[src/rtl/ddr_burst_ctrl_pkg.sv]
// Shared definitions for the rd_burst/wr_burst user interface and the MIG UI
// command encodings. Burst masters import this package too, so encodings
// live in one place.
package ddr_burst_ctrl_pkg;

    // Width of the rd/wr_burst_len fields (up to 1023 beats per burst).
    localparam int LEN_WIDTH = 10;

    // MIG UI app_cmd encodings.
    localparam logic [2:0] APP_CMD_WR = 3'b000;
    localparam logic [2:0] APP_CMD_RD = 3'b001;

    // Burst controller states. The numeric values are visible on the debug
    // port, so keep them stable.
    typedef enum logic [2:0] {
        ST_IDLE      = 3'd0,
        ST_MEM_WRITE = 3'd1,
        ST_MEM_READ  = 3'd2,
        ST_WRITE_END = 3'd3,
        ST_READ_END  = 3'd4
    } burst_state_e;

endpackage

[src/rtl/ddr_burst_ctrl.sv]
// Burst responder between user traffic masters and the MIG UI port.
// One read or write burst is served at a time. Each beat is one DATA_WIDTH
// word and one MIG command. Commands and write data are tracked by separate
// counters, so write data is allowed to run ahead of the commands.
//
// Handshake semantics:
//   - MIG command: app_en is a registered valid and app_rdy is the ready.
//     A command transfers on a cycle where app_en && app_rdy. While app_rdy
//     is low, app_en, app_addr and app_cmd are held unchanged.
//   - MIG write data: app_wdf_wren is valid and app_wdf_rdy is ready. wren is
//     only raised when app_wdf_rdy is already high, so every wren cycle is a
//     transfer. wr_burst_data_req mirrors it, and the master advances its
//     data on the following cycle.
//   - MIG read data: app_rd_data_valid has no backpressure. Every accepted
//     beat is registered and appears one cycle later on rd_burst_data_valid.
module ddr_burst_ctrl
    import ddr_burst_ctrl_pkg::*;
#(
    parameter int ADDR_WIDTH = 28,
    parameter int DATA_WIDTH = 128,
    parameter int ADDR_STEP  = 8
) (
    input  logic                    ui_clk,
    input  logic                    ui_clk_sync_rst,
    // read burst user port
    input  logic                    rd_burst_req,
    input  logic [LEN_WIDTH-1:0]    rd_burst_len,
    input  logic [ADDR_WIDTH-1:0]   rd_burst_addr,
    output logic                    rd_burst_data_valid,
    output logic [DATA_WIDTH-1:0]   rd_burst_data,
    output logic                    rd_burst_finish,
    // write burst user port
    input  logic                    wr_burst_req,
    input  logic [LEN_WIDTH-1:0]    wr_burst_len,
    input  logic [ADDR_WIDTH-1:0]   wr_burst_addr,
    output logic                    wr_burst_data_req,
    input  logic [DATA_WIDTH-1:0]   wr_burst_data,
    output logic                    wr_burst_finish,
    // MIG UI command port
    output logic [ADDR_WIDTH-1:0]   app_addr,
    output logic [2:0]              app_cmd,
    output logic                    app_en,
    input  logic                    app_rdy,
    // MIG UI write data port
    output logic [DATA_WIDTH-1:0]   app_wdf_data,
    output logic                    app_wdf_wren,
    output logic                    app_wdf_end,
    output logic [DATA_WIDTH/8-1:0] app_wdf_mask,
    input  logic                    app_wdf_rdy,
    // MIG UI read data port
    input  logic [DATA_WIDTH-1:0]   app_rd_data,
    input  logic                    app_rd_data_valid,
    // debug: current FSM state (burst_state_e encoding)
    output logic [2:0]              dbg_state_o
);

    localparam logic [ADDR_WIDTH-1:0] STEP = ADDR_WIDTH'(ADDR_STEP);

    burst_state_e          state_q, state_d;
    logic [LEN_WIDTH-1:0]  len_q, len_d;
    logic [LEN_WIDTH-1:0]  cmd_cnt_q, cmd_cnt_d;
    logic [LEN_WIDTH-1:0]  data_cnt_q, data_cnt_d;
    logic [LEN_WIDTH-1:0]  cmd_cnt_inc;
    logic                  app_en_q, app_en_d;
    logic [ADDR_WIDTH-1:0] app_addr_q, app_addr_d;
    logic [2:0]            app_cmd_q, app_cmd_d;
    logic                  rd_valid_q;
    logic [DATA_WIDTH-1:0] rd_data_q;

    logic cmd_fire;
    logic wr_beat;
    logic rd_beat;
    logic burst_done;

    assign cmd_fire    = app_en_q && app_rdy;
    assign cmd_cnt_inc = cmd_cnt_q + 1'b1;
    assign wr_beat     = (state_q == ST_MEM_WRITE) && app_wdf_rdy && (data_cnt_q < len_q);
    assign rd_beat     = (state_q == ST_MEM_READ) && app_rd_data_valid && (data_cnt_q < len_q);
    assign burst_done  = (cmd_cnt_q == len_q) && (data_cnt_q == len_q);

    // Next-state logic for the FSM, counters and the registered command port.
    always_comb begin
        state_d    = state_q;
        len_d      = len_q;
        cmd_cnt_d  = cmd_cnt_q;
        data_cnt_d = data_cnt_q;
        app_en_d   = app_en_q;
        app_addr_d = app_addr_q;
        app_cmd_d  = app_cmd_q;

        case (state_q)
            ST_IDLE: begin
                // A read has priority when both requests are present.
                if (rd_burst_req) begin
                    state_d    = ST_MEM_READ;
                    len_d      = rd_burst_len;
                    app_addr_d = rd_burst_addr;
                    app_cmd_d  = APP_CMD_RD;
                    app_en_d   = (rd_burst_len != '0);
                    cmd_cnt_d  = '0;
                    data_cnt_d = '0;
                end else if (wr_burst_req) begin
                    state_d    = ST_MEM_WRITE;
                    len_d      = wr_burst_len;
                    app_addr_d = wr_burst_addr;
                    app_cmd_d  = APP_CMD_WR;
                    app_en_d   = (wr_burst_len != '0);
                    cmd_cnt_d  = '0;
                    data_cnt_d = '0;
                end
            end

            ST_MEM_WRITE, ST_MEM_READ: begin
                // After a transfer, raise app_en again only if commands remain.
                // The address wraps naturally at the ADDR_WIDTH boundary.
                if (cmd_fire) begin
                    cmd_cnt_d  = cmd_cnt_inc;
                    app_addr_d = app_addr_q + STEP;
                    app_en_d   = (cmd_cnt_inc < len_q);
                end
                if (wr_beat || rd_beat) begin
                    data_cnt_d = data_cnt_q + 1'b1;
                end
                // A zero-length burst also takes this exit on its first cycle.
                if (burst_done) begin
                    state_d = (state_q == ST_MEM_WRITE) ? ST_WRITE_END : ST_READ_END;
                end
            end

            ST_WRITE_END, ST_READ_END: begin
                // Spend one idle cycle afterwards so the master can drop its request.
                state_d = ST_IDLE;
            end

            default: begin
                state_d = ST_IDLE;
            end
        endcase
    end

    // State, counter and command-port registers. Reset aborts any burst in flight.
    always_ff @(posedge ui_clk or posedge ui_clk_sync_rst) begin
        if (ui_clk_sync_rst) begin
            state_q    <= ST_IDLE;
            len_q      <= '0;
            cmd_cnt_q  <= '0;
            data_cnt_q <= '0;
            app_en_q   <= 1'b0;
            app_addr_q <= '0;
            app_cmd_q  <= APP_CMD_RD;
        end else begin
            state_q    <= state_d;
            len_q      <= len_d;
            cmd_cnt_q  <= cmd_cnt_d;
            data_cnt_q <= data_cnt_d;
            app_en_q   <= app_en_d;
            app_addr_q <= app_addr_d;
            app_cmd_q  <= app_cmd_d;
        end
    end

    // Register read data toward the master. Beats outside an active read are dropped.
    always_ff @(posedge ui_clk or posedge ui_clk_sync_rst) begin
        if (ui_clk_sync_rst) begin
            rd_valid_q <= 1'b0;
            rd_data_q  <= '0;
        end else begin
            rd_valid_q <= rd_beat;
            rd_data_q  <= app_rd_data;
        end
    end

    assign app_en              = app_en_q;
    assign app_addr            = app_addr_q;
    assign app_cmd             = app_cmd_q;

    assign wr_burst_data_req   = wr_beat;
    assign app_wdf_wren        = wr_beat;
    assign app_wdf_end         = wr_beat;
    assign app_wdf_data        = wr_burst_data;
    assign app_wdf_mask        = '0;

    assign rd_burst_data_valid = rd_valid_q;
    assign rd_burst_data       = rd_data_q;

    assign wr_burst_finish     = (state_q == ST_WRITE_END);
    assign rd_burst_finish     = (state_q == ST_READ_END);

    assign dbg_state_o         = state_q;

endmodule

[config.mk]
export PLATFORM = sky130hd
export DESIGN_NAME = ddr_burst_ctrl
export DESIGN_NICKNAME = d
export VERILOG_FILES = /design/src/rtl/ddr_burst_ctrl_pkg.sv /design/src/rtl/ddr_burst_ctrl.sv
export SDC_FILE = /design/constraint.sdc
export NUM_CORES = 1
export LEC_CHECK = 0
export CORE_AREA = 5 5 253 255
export DETAILED_ROUTE_END_ITERATION = 7
export DIE_AREA = 0 0 258 260
export GPL_TIMING_DRIVEN = 1
export PLACE_DENSITY = 0.51
export SLEW_MARGIN = 20
export SYNTH_ARGS = -nofsm -noshare
export SYNTH_HDL_FRONTEND = slang
export SYNTH_SLANG_ARGS = --single-unit
[constraint.sdc]
create_clock -name ui_clk -period 15.1 [get_ports ui_clk]
set_input_delay 3.02 -clock ui_clk [delete_from_list [all_inputs] [get_ports ui_clk]]
set_output_delay 3.02 -clock ui_clk [all_outputs]
set_load 0.05 [all_outputs]
# --- Word-level counts from Yosys, hierarchy flattened ---
# Index checks and enable logic that the tools add are counted.
totals:
  wordCells: 64
  output_inout_bits: 313
  regBits: 194
op_classes:
  add_sub_neg: 3
  reduce_logical: 17
  magnitude_cmp: 2
  muxes: 23
  eq_ne: 10
op_table:
  columns: ["operator", "count"]
  rows:
  - ["$mux W28", 3]
  - ["$mux W10", 6]
  - ["$pmux W28 S2", 1]
  - ["$pmux W10 S2", 2]
  - ["$add A28 B4 Y28 const B", 1]
  - ["$add A10 B1 Y10 const B", 2]
  - ["$eq A10 B10 Y1", 2]
  - ["$lt A10 B10 Y1", 2]
  - ["$reduce_bool A10 Y1", 2]
  - ["$mux W3", 6]
  - ["$eq A3 B2 Y1 const B", 2]
  - ["$logic_and A1 B1 Y1", 6]
  - ["$ne A2 B2 Y1 const B", 3]
  - ["$pmux W3 S2", 1]
  - ["$reduce_and A3 Y1", 2]
  - ["$reduce_and A2 Y1", 2]
  - ["$reduce_bool A2 Y1", 2]
  - ["$eq A3 B1 Y1 const B", 1]
  - ["$eq A3 B3 Y1 const B", 1]
  - ["$logic_not A3 Y1", 1]
  - ["$mux W1", 3]
  - ["$ne A3 B3 Y1 const B", 1]
  - ["$pmux W1 S2", 1]
  - ["$reduce_or A2 Y1", 1]
  - ["$logic_or A1 B1 Y1", 1]

# --- Depth between registers and ports, before layout ---
# Gate-level depths: netlist of the first run.
depth:
  word_depth: 6
  depth_mapped: 10
  ltp_nobuf: 10

# --- Worst setup path before layout of the first run ---
# OpenSTA, ideal clock, no wires.
synth_path:
  path_type: "input to output"
  start: "input app_wdf_rdy"
  end: "output app_wdf_wren"
  cell_stages: 3
  path_slack_ns: 7.007
  arrival_ns: 5.073
  n_path_buf: 1
  path_cell_list: "nand2_1 -> nor4_1 -> buf_4"
synth_between:
  elab_chain_cells: 2
synth_rtl:
  columns: ["element", "line", "rtl"]
  rows:
  - ["start: declaration", "ddr_burst_ctrl.sv:49", "input logic app_wdf_rdy,"]
  - ["$logic_and A1 B1 Y1 (2 in series)", "ddr_burst_ctrl.sv:77", "assign wr_beat = (state_q == ST_MEM_WRITE) && app_wdf_rdy && (data_cnt_q < len_q);"]
  - ["end: declaration", "ddr_burst_ctrl.sv:46", "output logic app_wdf_wren,"]
# Every way passes these cells.

# --- Worst setup path after layout of the first run ---
layout_path:
  start: "input app_wdf_rdy"
  end: "output app_wdf_end"
layout_between:
  elab_chain_cells: 2
layout_rtl:
  columns: ["element", "line", "rtl"]
  rows:
  - ["$logic_and A1 B1 Y1 (2 in series)", "ddr_burst_ctrl.sv:77", null]
  - ["end: declaration", "ddr_burst_ctrl.sv:47", "output logic app_wdf_end,"]
# Every way passes these cells.

==> results of run 1 <==
## power groups by stage
stage | Clock (uW) | Sequential [uW] | Combinational (uW)
after global placement | 0 | 701 | 673
after CTS | 515 | 694 | 683
after detailed placement | 0 | 703 | 681
after floorplan | 0 | 875 | 330
final | 494 | 693 | 672
after global routing | 531 | 709 | 731
## path summary, 6_finish.rpt
path	startpoint	end	cells after the start
setup / recovery	app_wdf_rdy	app_wdf_end	4
hold / removal	data_cnt_q[9]$_DFFE_PP0P_	data_cnt_q[9]$_DFFE_PP0P_	1
setup reg to reg	cmd_cnt_q[2]$_DFFE_PP0P_	app_en$_DFFE_PP0P_	8
hold reg to reg	data_cnt_q[9]$_DFFE_PP0P_	data_cnt_q[9]$_DFFE_PP0P_	1
max in group asynchronous	ui_clk_sync_rst	data_cnt_q[0]$_DFFE_PP0P_	3
min in group asynchronous	ui_clk_sync_rst	rd_burst_data[124]$_DFF_PP0_	2
## logic make-up (layout without fill, tap and decap cells)
group           count (synthesis)  count (layout)
flops                         192             192
buf+inv                       192             429
simple gates                  184             184
compound gates                132             132
mux                            44              44
fa+ha+maj                      23              23
xor+xnor                       17              17
other cells                     1              18
## flip-flops by register name, indices dropped and copies added, names as in the netlist
| register | flops |
|---|---|
| data_cnt_q | 10 |
| rd_burst_data_valid | 1 |
| cmd_cnt_q | 10 |
| len_q | 10 |
| app_cmd | 1 |
| dbg_state_o | 3 |
| app_en | 1 |
| app_addr | 28 |
| rd_burst_data | 128 |
## layout by cell type, fill, tap and decap left out, types with 3 or more instances in the layout
master	count
a21o_1	3
and3_1	5
clkinv_8	6
nand4_1	8
o22ai_1	10
dfrtp_1	191
nand2_1	67
inv_8	6
xor2_1	13
xnor2_1	4
nor4_1	9
a21oi_1	32
nor3b_1	3
a211oi_1	7
a2bb2oi_1	9
a31oi_1	6
ha_1	23
conb_1	18
clkbuf_16	17
inv_1	13
nand3_1	22
nand2b_1	8
nor2b_1	8
nor3_1	14
o21ai_0	40
and4_1	3
nor4b_1	3
nor2_1	23
clkdlybuf4s50_1	376
buf_4	6
mux2_2	14
mux2i_1	30
a31o_2	3
## metal layers
metal | GRT usage (%) | up-vias | routed length (um)
met5 | 0 | - | 92
met4 | 2.91 | 16 | 527
met3 | 5.65 | 56 | 3680
met2 | 14.2 | 364 | 14700
met1 | 9.72 | 3165 | 11400
li1 | - | 3025 | -
## cells in the mapped netlist, drive strengths merged (5+ instances only)
cell	count
nor3	14
dfrtp	191
nand4	9
nand2b	8
nor4	11
nand2	67
o22ai	10
buf	162
nand3	24
a2bb2oi	9
mux2	14
a21oi	33
mux2i	30
nor2b	9
a31oi	6
nor2	23
inv	14
ha	23
o21ai	41
and3	5
xor2	13
clkbuf	16
a211oi	7
## critical path: stages
cell	delay, ns
clkdlybuf4s50_1	0.49
nand2_1	0.07
nor4_1	0.34
clkdlybuf4s50_1	0.89
## per-stage QoR
step | hold WS (ns) | instance area [um2] | utilization [%]
global placement | 0.464 | 12400 | 20.2
CTS | 0.488 | 13100 | 21.3
floorplan | 0.452 | 8840 | -
global route | 0.520 | 13100 | 21.3
detailed placement | 0.478 | 12400 | 20.2
finish | 0.487 | 13100 | 21.3
## final cells by class
type / count / area [um2]
fillers: 6602 / 48300
clock buffers: 17 / 425
well taps: 790 / 988
flip-flops and latches: 192 / 4810
clock inverters: 15 / 225
repair buffers: 383 / 3810
multi-input cells: 418 / 2750
inverters: 14 / 60.1
==> flow_summary.ini, run 1 <==
[clock_tree]
clk_pin_slew_worst_paths_ns = 0.08
root_buffer = clkbuf_16
numClockSinks = 192
max-clock-path-buffers = 2
cts_resized = 0
insertion_delay_ns = 0.47
cts_buffers = 17
cts_tree = yes
cts_setup_buffers = 0
hold_buffers = 0
cts.htree.levels = 4

[detailed_routing]
dr.pass1.iters = 4
drtAntennaViolNets = 0
wire_per_inst_um = 16.6
via_count = 6626
drc = 0
routed_wirelength_um = 30400
drt_iter0_drc = 219
viasPerCell = 3.62

[yosys]
ys_seq_area_share_pct = 54.8
yosys.cell_types.count = 55
synth_top_area_cell = dfrtp_1
synth_edf_count = 0
synthXorXnorAreaFrac_pct = 1.70
synth_compound_area_share_pct = 9.33
syn_inst = 785
synthSimpleGateAreaFrac_pct = 10.9
synth.area.top_cells = dfrtp_1 (54%), buf_4 (13%), mux2i_1 (3.4%)
synthFlopType = dfrtp_1
syn_avg_cell_area_um2 = 11.2
synth_top_area_share_pct = 54.5
ys_ff_latch = 192
ys_async_sr_fraction_pct = 100
yosys.area_share.adder_pct = 3.28
synth_top_family_by_area = buffers and inverters
synth_warnings = 0
netlist_area_um2 = 8770
synthMuxAreaShare_pct = 5.22

[power_and_ir_drop]
irDropWorstVdd_uv = 77.6
power.total_uw = 1860
p_leak_uw = 0.00530
p_int_uw = 1100
p_sw_share_pct = 40.9
p_seq_share_pct = 37.3
power_density_nw_per_um2 = 142
pwr-share-clk_pct = 26.6
p_comb_share_pct = 36.1
p_sw_uw = 760

[timing]
fin_worst_skew_ns = 0.0146
timing.slew.headroom_pct = 37.2
max_freq_ghz = 0.128
fin_ws_ns = 7.27
hold_viol_final = 0
period_minus_slack_ns = 7.83
finalCritPeriodShare_pct = 51.8
worstMarginPinSlew_ns = 0.942
setup_viol = 0
drv_slew = 0
grt_setup_unrepaired = no
final.setup.tns_ns = 0

[global_routing]
grt_max_degree = 124
grtUsageTotal_pct = 8.90
grt_pass1_wl_um = 44800
grt_pass1_vias = 7122
antenna_found_initial = 8
gr-total-overflow = 0

[floorplanning]
start_util_pct = 14.3
die_w_um = 258
die_height_um = 260
ios = 652
dieArea_um2 = 67100
core_area_um2 = 61400
rows = 91

[run_status]
status = finished clean

[worst_setup_path]
required_ns = 12.08
critical_path_arrival_ns = 4.81
worstSetupPathType = in2out
rrSetupSlack_ns = 12.38
cp_max_fo = 3
cp-start-kind = input pin
endpoint_kind = output port

[finish]
final_cells = 1829
diodes = 0
drive_gt1_share_pct = 6.35
syn2layout_area_growth_pct = 49.0
nets = 1388

[place]
hpwl_um = 24200
pre_cts_ws_ns = 7.26
gp_congestion = 0.760
dp.cells = 1797
numPortBuffers = 377

[hold_path]
hp-class = reg2reg

[job]
maxCapViolCount = 0
(Power assumes the default switching activity.)
==> inputs of run 2 (changes only) <==
--- a/config.mk
+++ b/config.mk
@@ -5,11 +5,11 @@
 export SDC_FILE = /design/constraint.sdc
 export NUM_CORES = 1
 export LEC_CHECK = 0
-export CORE_AREA = 5 5 253 255
+export CORE_AREA = 5 5 254 256
 export DETAILED_ROUTE_END_ITERATION = 7
-export DIE_AREA = 0 0 258 260
+export DIE_AREA = 0 0 259 261
 export GPL_TIMING_DRIVEN = 1
-export PLACE_DENSITY = 0.51
+export PLACE_DENSITY = 0.53
 export SLEW_MARGIN = 20
 export SYNTH_ARGS = -nofsm -noshare
 export SYNTH_HDL_FRONTEND = slang
==> constraint.sdc (replaced) <==
create_clock -name ui_clk -period 6.7 [get_ports ui_clk]
set_input_delay 1.34 -clock ui_clk [delete_from_list [all_inputs] [get_ports ui_clk]]
set_output_delay 1.34 -clock ui_clk [all_outputs]
set_load 0.05 [all_outputs]
==> run 2 against run 1 <==
Count of clock-buffer cells in the layout did not move. Via count rose by 0.69%. First-iteration DRC count rose by 52%. Setup slack got worse by 5.4 ns. Global-route usage barely moved. Critical endpoint is now app_wdf_wren.
==> flow_summary.ini, run 2 (same netlist as run 1, synthesis figures left out) <==
[run_status]
status = finished clean

[timing]
grt_setup_unrepaired = no
fin_worst_skew_ns = 0.0176
setup_viol = 0
period_minus_slack_ns = 4.83
final.setup.tns_ns = 0
timing.slew.headroom_pct = 37.4
finalCritPeriodShare_pct = 72.1
worstMarginPinSlew_ns = 0.939
hold_viol_final = 0
max_freq_ghz = 0.207
drv_slew = 0

[floorplanning]
die_w_um = 259
dieArea_um2 = 67600
rows = 92
die_height_um = 261
ios = 652
core_area_um2 = 62300
start_util_pct = 14.1

[power_and_ir_drop]
p_seq_share_pct = 37.4
irDropWorstVdd_uv = 176
p_sw_share_pct = 40.9
p_comb_share_pct = 36.4
p_int_uw = 2470
p_sw_uw = 1710
power_density_nw_per_um2 = 318
pwr-share-clk_pct = 26.2
p_leak_uw = 0.00530

[detailed_routing]
drtAntennaViolNets = 0
drt_iter0_drc = 333
wire_per_inst_um = 16.1
routed_wirelength_um = 30400
drc = 0
dr.pass1.iters = 7
via_count = 6672
viasPerCell = 3.53

[global_routing]
grtUsageTotal_pct = 8.87
grt_pass1_vias = 7096
antenna_found_initial = 3
grt_max_degree = 84
gr-total-overflow = 0
grt_pass1_wl_um = 44700

[worst_setup_path]
endpoint_kind = output port
r2r_cells = 8
cp-start-kind = flip-flop
required_ns = 5.36
critical_path_arrival_ns = 3.49
cp_max_fo = 11
worstSetupPathType = reg2out

[job]
maxCapViolCount = 0

[clock_tree]
cts_resized = 0
root_buffer = clkbuf_16
cts_setup_buffers = 0
numClockSinks = 192
cts_tree = yes
cts_buffers = 17
clk_pin_slew_worst_paths_ns = 0.09
max-clock-path-buffers = 2
cts.htree.levels = 4
insertion_delay_ns = 0.48
hold_buffers = 0

[finish]
largest_reg_flops = 128
syn2layout_area_growth_pct = 49.9
final_common_cell = clkdlybuf4s50_1
final_cell_area_um2 = 13100
most-common-layout-cells = clkdlybuf4s50_1 (376), dfrtp_1 (191), nand2_1 (67), o21ai_0 (40), a21oi_1 (32)
drive_gt1_share_pct = 6.53
nets = 1390

[place]
hpwl_um = 24300
place_area_um2 = 12500
gp_congestion = 0.785
numPortBuffers = 377

[hold_path]
min_path_cells = 2
hp-class = reg2reg
## run 2: metal layers
layer / routed length (um) / track usage [%] / vias to the layer above
met5: 40 / 0 / -
met4: 575 / 3.32 / 6
met3: 3220 / 4.81 / 49
met2: 15000 / 14.4 / 352
met1: 11600 / 9.82 / 3231
li1: - / - / 3034
## run 2: final timing paths
check	to	start	slack [ns]
setup / recovery	app_wdf_wren	data_cnt_q[4]$_DFFE_PP0P_	1.87
hold / removal	app_addr[0]$_DFFE_PP0P_	app_addr[0]$_DFFE_PP0P_	0.49
setup reg to reg	app_en$_DFFE_PP0P_	cmd_cnt_q[2]$_DFFE_PP0P_	3.92
hold reg to reg	app_addr[0]$_DFFE_PP0P_	app_addr[0]$_DFFE_PP0P_	0.49
max in group asynchronous	rd_burst_data[28]$_DFF_PP0_	ui_clk_sync_rst	4.05
min in group asynchronous	rd_burst_data[126]$_DFF_PP0_	ui_clk_sync_rst	1.33
## run 2: through the flow
step	cells	hold WS, ns	total power, uW	setup slack [ns]	utilization (%)
5_1_grt	1887	0.541	4440	1.57	21.1
2_1_floorplan	802	0.452	2710	0.134	-
4_1_cts	1887	0.494	4250	1.77	21.1
6_report	1888	0.487	4180	1.87	21.1
3_5_place_dp	1855	0.473	3130	2.26	20.1
3_3_place_gp	1855	0.472	3110	2.28	20.1
## run 2: power by group through the flow
| stage | sequential (uW) | clock [uW] | combinational [uW] |
|---|---|---|---|
| finish | 1560 | 1090 | 1520 |
| floorplan | 1970 | 0 | 743 |
| global placement | 1580 | 0 | 1540 |
| detailed placement | 1590 | 0 | 1540 |
| CTS | 1570 | 1140 | 1550 |
| global route | 1600 | 1180 | 1650 |
## run 2: critical path, stage by stage (launching register included)
cell and delay (ns):
dfrtp_1 0.46, ha_1 0.34, and3_1 0.16, o21ai_0 0.16, a31oi_1 0.31, nand2b_1 0.32
nor4_1 0.39, clkdlybuf4s50_1 0.88
## run 2: area by class of cell
| type | count | area (um2) |
|---|---|---|
| tap | 846 | 1060 |
| clock inverter | 15 | 206 |
| inverter | 14 | 60.1 |
| timing repair buffer | 385 | 3830 |
| multi-input combinational | 418 | 2760 |
| antenna | 1 | 2.50 |
| fill | 6744 | 49100 |
| sequential | 192 | 4810 |
| clock buffer | 17 | 425 |
==> inputs of run 3 (changes only) <==
--- a/config.mk
+++ b/config.mk
@@ -5,11 +5,11 @@
 export SDC_FILE = /design/constraint.sdc
 export NUM_CORES = 1
 export LEC_CHECK = 0
-export CORE_AREA = 5 5 254 256
+export CORE_AREA = 5 5 253 255
 export DETAILED_ROUTE_END_ITERATION = 7
-export DIE_AREA = 0 0 259 261
+export DIE_AREA = 0 0 258 260
 export GPL_TIMING_DRIVEN = 1
-export PLACE_DENSITY = 0.53
+export PLACE_DENSITY = 0.51
 export SLEW_MARGIN = 20
 export SYNTH_ARGS = -nofsm -noshare
 export SYNTH_HDL_FRONTEND = slang
==> constraint.sdc (replaced) <==
create_clock -name ui_clk -period 4.45 [get_ports ui_clk]
set_input_delay 0.89 -clock ui_clk [delete_from_list [all_inputs] [get_ports ui_clk]]
set_output_delay 0.89 -clock ui_clk [all_outputs]
set_load 0.05 [all_outputs]
==> run 3 against run 2 <==
First-iteration DRC count fell by 17%. Sequential share of layout area increased by 0.15 points. Non-clock buffer count rose by 5. Clock skew decreased by 0.0039 ns. Worst hold slack improved by 0.0092 ns. Power grew 49%. Setup slack lost 1.2 ns. Combinational power up 53%. Die area shrank 0.77%. Flip-flop and latch count stayed put. Register-to-register slack worse by 2.2 ns. Sequential power rose by 51%. Largest cell class unchanged.
==> flow_summary.ini, run 3 (same netlist as run 1, synthesis figures left out) <==
[detailed_routing]
drt_iter0_drc = 275
drc = 0
drtAntennaViolNets = 0
wire_per_inst_um = 17.1
dr.pass1.iters = 5
via_count = 6708
viasPerCell = 3.65
routed_wirelength_um = 31300

[hold_path]
hp-start = data_cnt_q[9]$_DFFE_PP0P_
min_path_cells = 1
hp-class = reg2reg

[power_and_ir_drop]
p_seq_share_pct = 37.6
power_density_nw_per_um2 = 477
p_int_uw = 3660
p_sw_share_pct = 41.3
p_comb_share_pct = 37.1
p_sw_uw = 2580
pwr-share-clk_pct = 25.3
irDropWorstVdd_uv = 264
p_leak_uw = 0.00532

[timing]
finalCritPeriodShare_pct = 85.8
setup_viol = 0
timing.slew.headroom_pct = 35.4
timing.hold.ws_ns = 0.496
worstMarginPinSlew_ns = 0.970
final.setup.tns_ns = 0
fin_ws_ns = 0.630
drv_slew = 0
fin_worst_skew_ns = 0.0137
grt_setup_unrepaired = no
hold_viol_final = 0
period_minus_slack_ns = 3.82
max_freq_ghz = 0.262

[clock_tree]
clk_pin_slew_worst_paths_ns = 0.08
cts.htree.levels = 4
cts_setup_buffers = 0
cts_tree = yes
cts_buffers = 17
hold_buffers = 0
numClockSinks = 192
cts_resized = 0
max-clock-path-buffers = 2
root_buffer = clkbuf_16
insertion_delay_ns = 0.48

[floorplanning]
ios = 652
rows = 91
core_area_um2 = 61400
die_w_um = 258
dieArea_um2 = 67100
start_util_pct = 14.3
die_height_um = 260

[place]
pre_cts_ws_ns = 1.09
numPortBuffers = 377
place_area_um2 = 12500
gp_congestion = 0.769
hpwl_um = 25000

[finish]
syn2layout_area_growth_pct = 49.2
drive_gt1_share_pct = 7.17
final_common_cell = clkdlybuf4s50_1
final_cell_area_um2 = 13100
nets = 1395
largest_reg_flops = 128
most-common-layout-cells = clkdlybuf4s50_1 (373), dfrtp_1 (191), nand2_1 (67), o21ai_0 (40), a21oi_1 (32)
nFillCells = 6579

[job]
maxCapViolCount = 0

[worst_setup_path]
cpPeakStageDelay_ns = 0.44
critical_path_arrival_ns = 2.93
crit_chain = inv_1 -> ha_1 -> and3_1 -> o21ai_0 -> a31oi_1 -> nand2b_1 -> nor4_1 -> buf_4
worstSetupStartpoint = len_q[4]$_DFFE_PP0P_
endpoint_kind = output port
cp_max_fo = 11
required_ns = 3.56
slowest_stage = nor4_1
r2r_cells = 8
r2r_start = cmd_cnt_q[2]$_DFFE_PP0P_
worstSetupPathType = reg2out
cp-start-kind = flip-flop

[global_routing]
grt_max_degree = 52
grt_pass1_wl_um = 46000
gr-total-overflow = 0
grtUsageTotal_pct = 9.20
antenna_found_initial = 6
grt_pass1_vias = 7230

[run_status]
status = finished clean
==> run 3: changes by cell type in the layout (fill, tap and decap cells not counted), moves of 2 or more <==
cell	change
buf_12	+3
buf_4	+5
clkdlybuf4s50_1	-3
clkinv_4	+2
inv_12	-2
==> run 3: power groups by stage <==
stage / sequential (uW) / combinational [uW] / clock [uW]
floorplan: 2970 / 1120 / 0
detailed placement: 2380 / 2340 / 0
global route: 2400 / 2500 / 1730
finish: 2350 / 2320 / 1580
CTS: 2350 / 2350 / 1660
global placement: 2370 / 2330 / 0
==> run 3: final timing paths <==
kind                                                end  slack (ns)
min                           data_cnt_q[9]$_DFFE_PP0P_        0.50
min in group asynchronous  rd_burst_data[114]$_DFF_PP0_        0.88
min reg2reg                   data_cnt_q[9]$_DFFE_PP0P_        0.50
max                                   wr_burst_data_req        0.63
max reg2reg                          app_en$_DFFE_PP0P_        1.68
max in group asynchronous        app_cmd[0]$_DFFE_PP1P_        2.82
==> run 3: final cells by class <==
type	instances	area [um2]	area share, %
antenna	2	5.00	0.0382
clock buffer	18	429	3.28
clock inverter	14	159	1.21
inverter	14	56.3	0.430
multi-input combinational	418	2750	21.0
sequential	192	4810	36.7
tap	790	988	7.55
timing repair buffer	390	3900	29.8
==> run 3: critical path, delay by kind of cell, from the launching register on <==
| family | cells | cell delay (ns) |
|---|---|---|
| AOI/OAI and AO/OA | 2 | 0.47 |
| adders and majority gates | 1 | 0.32 |
| buffers and inverters | 2 | 0.38 |
| DFF | 1 | 0.39 |
| and+or+nand+nor | 3 | 0.90 |
==> run 3: per-stage QoR <==
stage	cells	utilization [%]	total power, uW
after global routing	1838	21.3	6630
after detailed placement	1804	20.4	4720
final	1838	21.3	6250
after floorplan	802	-	4090
after CTS	1836	21.3	6370
after global placement	1804	20.4	4690
==> run 3: layer usage <==
layer	up-vias	part of all wire, %	GRT usage (%)
li1	3050	-	-
met1	3240	39	10.5
met2	363	47	14.2
met3	47	12	5.58
met4	8	1.8	3.09
met5	-	0.11	0
